`src/rtl/mips_multicycle_control.sv`:
```
// Main control FSM for the multicycle MIPS datapath.
// Sequences fetch/decode/execute/memory/writeback and drives the datapath
// selects and write enables. It also waits on a variable-latency memory and
// aborts to FETCH with a sticky error if an access takes too long.
module mips_multicycle_control #(
  parameter int MEM_TIMEOUT = 16,
  parameter int CNT_W       = 5
) (
  input  logic       clk,
  input  logic       rst,
  input  logic [5:0] Op,
  input  logic       Zero,
  input  logic       Mem_Ready,
  output logic       Mem_Req,
  output logic       IorD,
  output logic       MemWrite,
  output logic       IRWrite,
  output logic       RegDst,
  output logic       MemtoReg,
  output logic       RegWrite,
  output logic       ALUSrcA,
  output logic [1:0] ALUSrcB,
  output logic [1:0] ALU_Op,
  output logic [1:0] PCSrc,
  output logic       PCEn,
  output logic       Illegal_Op,
  output logic       Mem_Err,
  output logic [3:0] State
);

  localparam logic [3:0] S_FETCH    = 4'd0;
  localparam logic [3:0] S_DECODE   = 4'd1;
  localparam logic [3:0] S_MEMADR   = 4'd2;
  localparam logic [3:0] S_MEMRD    = 4'd3;
  localparam logic [3:0] S_MEMWB    = 4'd4;
  localparam logic [3:0] S_MEMWR    = 4'd5;
  localparam logic [3:0] S_EXECUTE  = 4'd6;
  localparam logic [3:0] S_ALUWB    = 4'd7;
  localparam logic [3:0] S_BRANCH   = 4'd8;
  localparam logic [3:0] S_ADDIEXEC = 4'd9;
  localparam logic [3:0] S_ADDIWB   = 4'd10;
  localparam logic [3:0] S_JUMP     = 4'd11;

  localparam logic [5:0] OP_RTYPE = 6'b000000;
  localparam logic [5:0] OP_LW    = 6'b100011;
  localparam logic [5:0] OP_SW    = 6'b101011;
  localparam logic [5:0] OP_BEQ   = 6'b000100;
  localparam logic [5:0] OP_ADDI  = 6'b001000;
  localparam logic [5:0] OP_J     = 6'b000010;

  // Counter value seen on the last tolerated wait cycle; only used when
  // the timeout is enabled.
  localparam logic [CNT_W-1:0] TO_LAST = CNT_W'(MEM_TIMEOUT - 1);

  logic [3:0]       r_state;
  logic [3:0]       w_state_next;
  logic [CNT_W-1:0] r_cnt;
  logic [CNT_W-1:0] w_cnt_next;
  logic             r_mem_err;

  logic w_mem_state;
  logic w_timeout;
  logic w_mem_req;
  logic w_mem_write;
  logic w_ir_write;
  logic w_reg_write;
  logic w_pc_write;
  logic w_branch;
  logic w_illegal;

  assign w_mem_state = (r_state == S_FETCH) || (r_state == S_MEMRD) || (r_state == S_MEMWR);
  assign w_timeout   = (MEM_TIMEOUT != 0) && w_mem_state && !Mem_Ready && (r_cnt == TO_LAST);

  // Moore decode of the current state plus next-state selection.
  always_comb begin
    w_state_next = S_FETCH;
    w_mem_req    = 1'b0;
    IorD         = 1'b0;
    w_mem_write  = 1'b0;
    w_ir_write   = 1'b0;
    RegDst       = 1'b0;
    MemtoReg     = 1'b0;
    w_reg_write  = 1'b0;
    ALUSrcA      = 1'b0;
    ALUSrcB      = 2'b00;
    ALU_Op       = 2'b00;
    PCSrc        = 2'b00;
    w_pc_write   = 1'b0;
    w_branch     = 1'b0;
    w_illegal    = 1'b0;
    case (r_state)
      S_FETCH: begin
        w_mem_req    = 1'b1;
        ALUSrcB      = 2'b01;
        w_ir_write   = Mem_Ready;
        w_pc_write   = Mem_Ready;
        w_state_next = Mem_Ready ? S_DECODE : S_FETCH;
      end
      S_DECODE: begin
        ALUSrcB = 2'b11;
        case (Op)
          OP_LW, OP_SW: w_state_next = S_MEMADR;
          OP_RTYPE:     w_state_next = S_EXECUTE;
          OP_BEQ:       w_state_next = S_BRANCH;
          OP_ADDI:      w_state_next = S_ADDIEXEC;
          OP_J:         w_state_next = S_JUMP;
          default: begin
            w_illegal    = 1'b1;
            w_state_next = S_FETCH;
          end
        endcase
      end
      S_MEMADR: begin
        ALUSrcA      = 1'b1;
        ALUSrcB      = 2'b10;
        w_state_next = (Op == OP_SW) ? S_MEMWR : S_MEMRD;
      end
      S_MEMRD: begin
        w_mem_req    = 1'b1;
        IorD         = 1'b1;
        w_state_next = Mem_Ready ? S_MEMWB : S_MEMRD;
      end
      S_MEMWB: begin
        MemtoReg    = 1'b1;
        w_reg_write = 1'b1;
      end
      S_MEMWR: begin
        w_mem_req    = 1'b1;
        IorD         = 1'b1;
        w_mem_write  = 1'b1;
        w_state_next = Mem_Ready ? S_FETCH : S_MEMWR;
      end
      S_EXECUTE: begin
        ALUSrcA      = 1'b1;
        ALU_Op       = 2'b10;
        w_state_next = S_ALUWB;
      end
      S_ALUWB: begin
        RegDst      = 1'b1;
        w_reg_write = 1'b1;
      end
      S_BRANCH: begin
        ALUSrcA  = 1'b1;
        ALU_Op   = 2'b01;
        PCSrc    = 2'b01;
        w_branch = 1'b1;
      end
      S_ADDIEXEC: begin
        ALUSrcA      = 1'b1;
        ALUSrcB      = 2'b10;
        w_state_next = S_ADDIWB;
      end
      S_ADDIWB: begin
        w_reg_write = 1'b1;
      end
      S_JUMP: begin
        PCSrc      = 2'b10;
        w_pc_write = 1'b1;
      end
      default: w_state_next = S_FETCH;
    endcase
    if (w_timeout) begin
      w_state_next = S_FETCH;
    end
  end

  // Wait counter restarts on every state change (including a timeout
  // re-entry into FETCH) and counts cycles spent waiting on memory.
  always_comb begin
    w_cnt_next = r_cnt;
    if (w_timeout || (w_state_next != r_state)) begin
      w_cnt_next = '0;
    end else if (w_mem_state && !Mem_Ready) begin
      w_cnt_next = r_cnt + CNT_W'(1);
    end
  end

  // State, wait counter and sticky timeout flag.
  always_ff @(posedge clk) begin
    if (rst) begin
      r_state   <= S_FETCH;
      r_cnt     <= '0;
      r_mem_err <= 1'b0;
    end else begin
      r_state   <= w_state_next;
      r_cnt     <= w_cnt_next;
      r_mem_err <= r_mem_err | w_timeout;
    end
  end

  // Enables are suppressed during reset, and writes are suppressed on the
  // cycle a memory access is abandoned.
  assign Mem_Req    = w_mem_req & ~rst;
  assign MemWrite   = w_mem_write & ~w_timeout & ~rst;
  assign IRWrite    = w_ir_write & ~w_timeout & ~rst;
  assign RegWrite   = w_reg_write & ~rst;
  assign PCEn       = (w_pc_write | (w_branch & Zero)) & ~w_timeout & ~rst;
  assign Illegal_Op = w_illegal & ~rst;
  assign Mem_Err    = r_mem_err;
  assign State      = r_state;

endmodule

```
`config.mk`:
```
export PLATFORM = sky130hd
export DESIGN_NAME = mips_multicycle_control
export DESIGN_NICKNAME = d
export VERILOG_FILES = /design/src/rtl/mips_multicycle_control.sv
export SDC_FILE = /design/constraint.sdc
export NUM_CORES = 1
export LEC_CHECK = 0
export CAP_MARGIN = 20
export CELL_PAD_IN_SITES_DETAIL_PLACEMENT = 0
export CELL_PAD_IN_SITES_GLOBAL_PLACEMENT = 2
export CORE_MARGIN = 2
export CORE_UTILIZATION = 27
export DETAILED_ROUTE_END_ITERATION = 10
export PLACE_DENSITY_LB_ADDON = 0.1
export SETUP_SLACK_MARGIN = 0.2
export SLEW_MARGIN = 25
export SYNTH_ARGS = -nofsm -noshare
export SYNTH_HDL_FRONTEND = slang
export SYNTH_SLANG_ARGS = --single-unit
```
`constraint.sdc`:
```
create_clock -name clk -period 3.45 [get_ports clk]
set_input_delay 1.035 -clock clk [delete_from_list [all_inputs] [get_ports clk]]
set_output_delay 1.035 -clock clk [all_outputs]
set_load 0.02 [all_outputs]
```
==> results of run 1 <==
[Yosys cell counts (2+ instances only)]
master    number
dfxtp_1       10
clkbuf_1       2
and3_1         4
ha_1           2
xor2_1         3
o32ai_1        2
nand2b_1       5
a31oi_1        2
inv_1          2
nor4_1         3
o21ai_2        2
nor3_1        11
o22ai_1        2
nand2_1        6
a21oi_1        6
mux2i_1        3
buf_6          2
o21ai_0        5
nand3_1        3
buf_4          3
o21a_1         3
nor2_1        12
xnor2_1        4
[through the flow]
| step | power [mW] | hold slack, ns |
|---|---|---|
| floorplan | 0.175 | 0.505 |
| global placement | 0.221 | 0.457 |
| detailed placement | 0.221 | 0.456 |
| CTS | 0.325 | 0.472 |
| global route | 0.346 | 0.508 |
| finish | 0.325 | 0.471 |
[cells by family after synthesis]
kind of cell | synth area share [%]
AND/OR/NAND/NOR | 33.8
AO/OA/AOI/OAI | 20.9
buffers and inverters | 7.48
flip-flops | 20.6
XOR/XNOR | 8.00
multiplexers | 6.58
adder cells (fa/ha/maj) | 2.58
[registers in the layout (all words and copies together), names as in the netlist]
register / count
r_cnt: 5
State: 4
Mem_Err: 1
[area by class of cell]
cell class,count,area share (%)
multi-input combinational,100,49.8
timing repair buffer,48,29.5
sequential,10,13.6
tap,46,3.89
clock buffer,4,2.45
inverter,3,0.761
[per-layer routing]
layer	GRT usage [%]	wire, um	part of all wire [%]	up-vias
met5	0	0	0	-
met4	1.63	10	0.35	0
met3	3.52	141	4.9	2
met2	25.3	1410	49	25
met1	18.3	1310	46	495
li1	-	-	-	535
[path summary, 6_finish.rpt]
check | end | slack (ns) | cells past startpoint
worst max-delay path | Illegal_Op | 0.1 | 7
worst min-delay path | Mem_Err | 0.47 | 2
worst max register to register | r_cnt[1] | 1.03 | 10
worst min register to register | Mem_Err | 0.47 | 2
[worst min-delay path, stage by stage, from the launching register on]
cell     delay [ns]
dfxtp_1        0.33
a21oi_1        0.04
nor2_1         0.07
[where the power goes]
part	internal (mW)	leakage (nW)	switching (mW)	total, mW
combinational	0.0481	0.483	0.0513	0.0994
clock	0.0640	0.0210	0.0404	0.104
sequential	0.118	0.0815	0.00277	0.121
[what timing repair did]
item / 4_1_cts / 5_1_grt
endpoints found under the setup margin: 6 / 6
resized for setup: 30 / 21
pin swaps: 2 / 3
==> flow_summary.toml, run 1 <==
[sta]
slew_headroom_pct = 72.7
skew_ns = 0.000233
finalCritPeriodShare_pct = 97.2
setup_slack_ns = 0.0951
worstMarginPinSlew_ns = 0.408
fin_tns_setup_ns = 0
setup_viol = 0
fmax_mhz = 298
rsz0062_at_grt = "true"
fin_crit_ns = 3.35
slew_violations = 0
hold_viol = 0

[worst_setup_path]
cpPeakStageDelay_ns = 0.53
worst_ep_required_time_ns = 2.41
crit_family = "simple AND/OR/NAND/NOR gates"
endpoint_kind = "output pin"
startpoint_type = "primary input"
crit_fanout = 3
slowest_stage = "or4_1"
path_cells = "buf_6 -> xor2_1 -> o21ai_1 -> nor4_2 -> or4_1 -> a21oi_2 -> buf_6"
arrival_ns = 2.32
r2r-start = "r_cnt[0]"
cp.buffers_inverters = 2
startpoint = "Op[1]"
worst_path_most_repeated_cell = "buf_6"
path_class = "primary input to output pin"

[final_layout]
fin_nets = 178
fillers = 344
antennaDiodeCount = 0
final_cells = 211
fin_util_pct = 43.7
regArea_um2 = 201
most-common-layout-cells = "clkdlybuf4s50_1 (16), buf_4 (16), nor2_1 (12)"
area_growth_pct = 52.6
drive_above_1_share_pct = 28.5
multi_input_comb_area_um2 = 737
design_area_um2 = 1480

[placement]
dp_slack_ns = -0.619
dpl_cell_area_um2 = 1400
dp_hpwl_um = 2260
io_buffers = 30
placed_cells = 207
gp_congestion = 0.748

[die]
rows = 21
die_h_um = 63.9
core_um2 = 3390
ios = 31
die_area_um2 = 4090
initial_core_util_pct = 28.6
die_x_um = 63.9

[global_route]
grt_pass1_wl_um = 4800
track_usage_pct = 14.4
grt_pass1_vias = 1050
grt_overflow = 0
antenna_found_initial = 0
grt_max_degree = 21

[synth]
synth_top_area_cell = "dfxtp_1"
synth_ff_type = "dfxtp_1"
netlist_area_um2 = 970
synth_fp_nets = 134
synth_area_leaders = "dfxtp_1 (21%), nor3_1 (5.7%), nor2_1 (4.6%)"
ys_warn_count = 0
synth_top_area_share_pct = 20.6
async_flop_share_pct = 0
synth.distinct_cells = 48
syn_inst = 122
avgSynthCellArea_um2 = 7.95
synth_edf_count = 0
synth-seq-cells = 10
seq_area_frac_synth_pct = 20.6

[drt]
dr.first_iter.drc_count = 32
drt_wl_total_um = 2880
via_count = 1057
avgViaCountPerCell = 5.01
ant_nets = 0
firstDrtPassIters = 4
wl_per_cell_um = 13.6
route.detailed.drc = 0

[flow_run]
drv_cap = 0

[clock_network]
numCtsBuffers = 3
postCtsSetupBuffers = 0
h-tree-depth = 1
clkLatencyLatePin_ns = 0.26
clockBufferDepth = 2
ctsHoldBuffers = 0
clock_sinks = 10
clk_pin_slew_ns = 0.07
cts_root_buf = "clkbuf_4"
cts_tree = "done"

[min_path]
hp-start = "Mem_Err"
hp-class = "flip-flop to flip-flop"

[run_status]
outcome = "finished, final reports clean"

[power]
power.leakage_nw = 0.586
p_per_area_nw_per_um2 = 220
irDropWorstVdd_mv = 0.239
Power figures use the tool's default switching activity.
==> inputs of run 2 (changes only) <==
CAP_MARGIN = unset   (was 20)
==> results of run 2 <==
The final DEF is identical to that of run 1; final timing and power are the same.
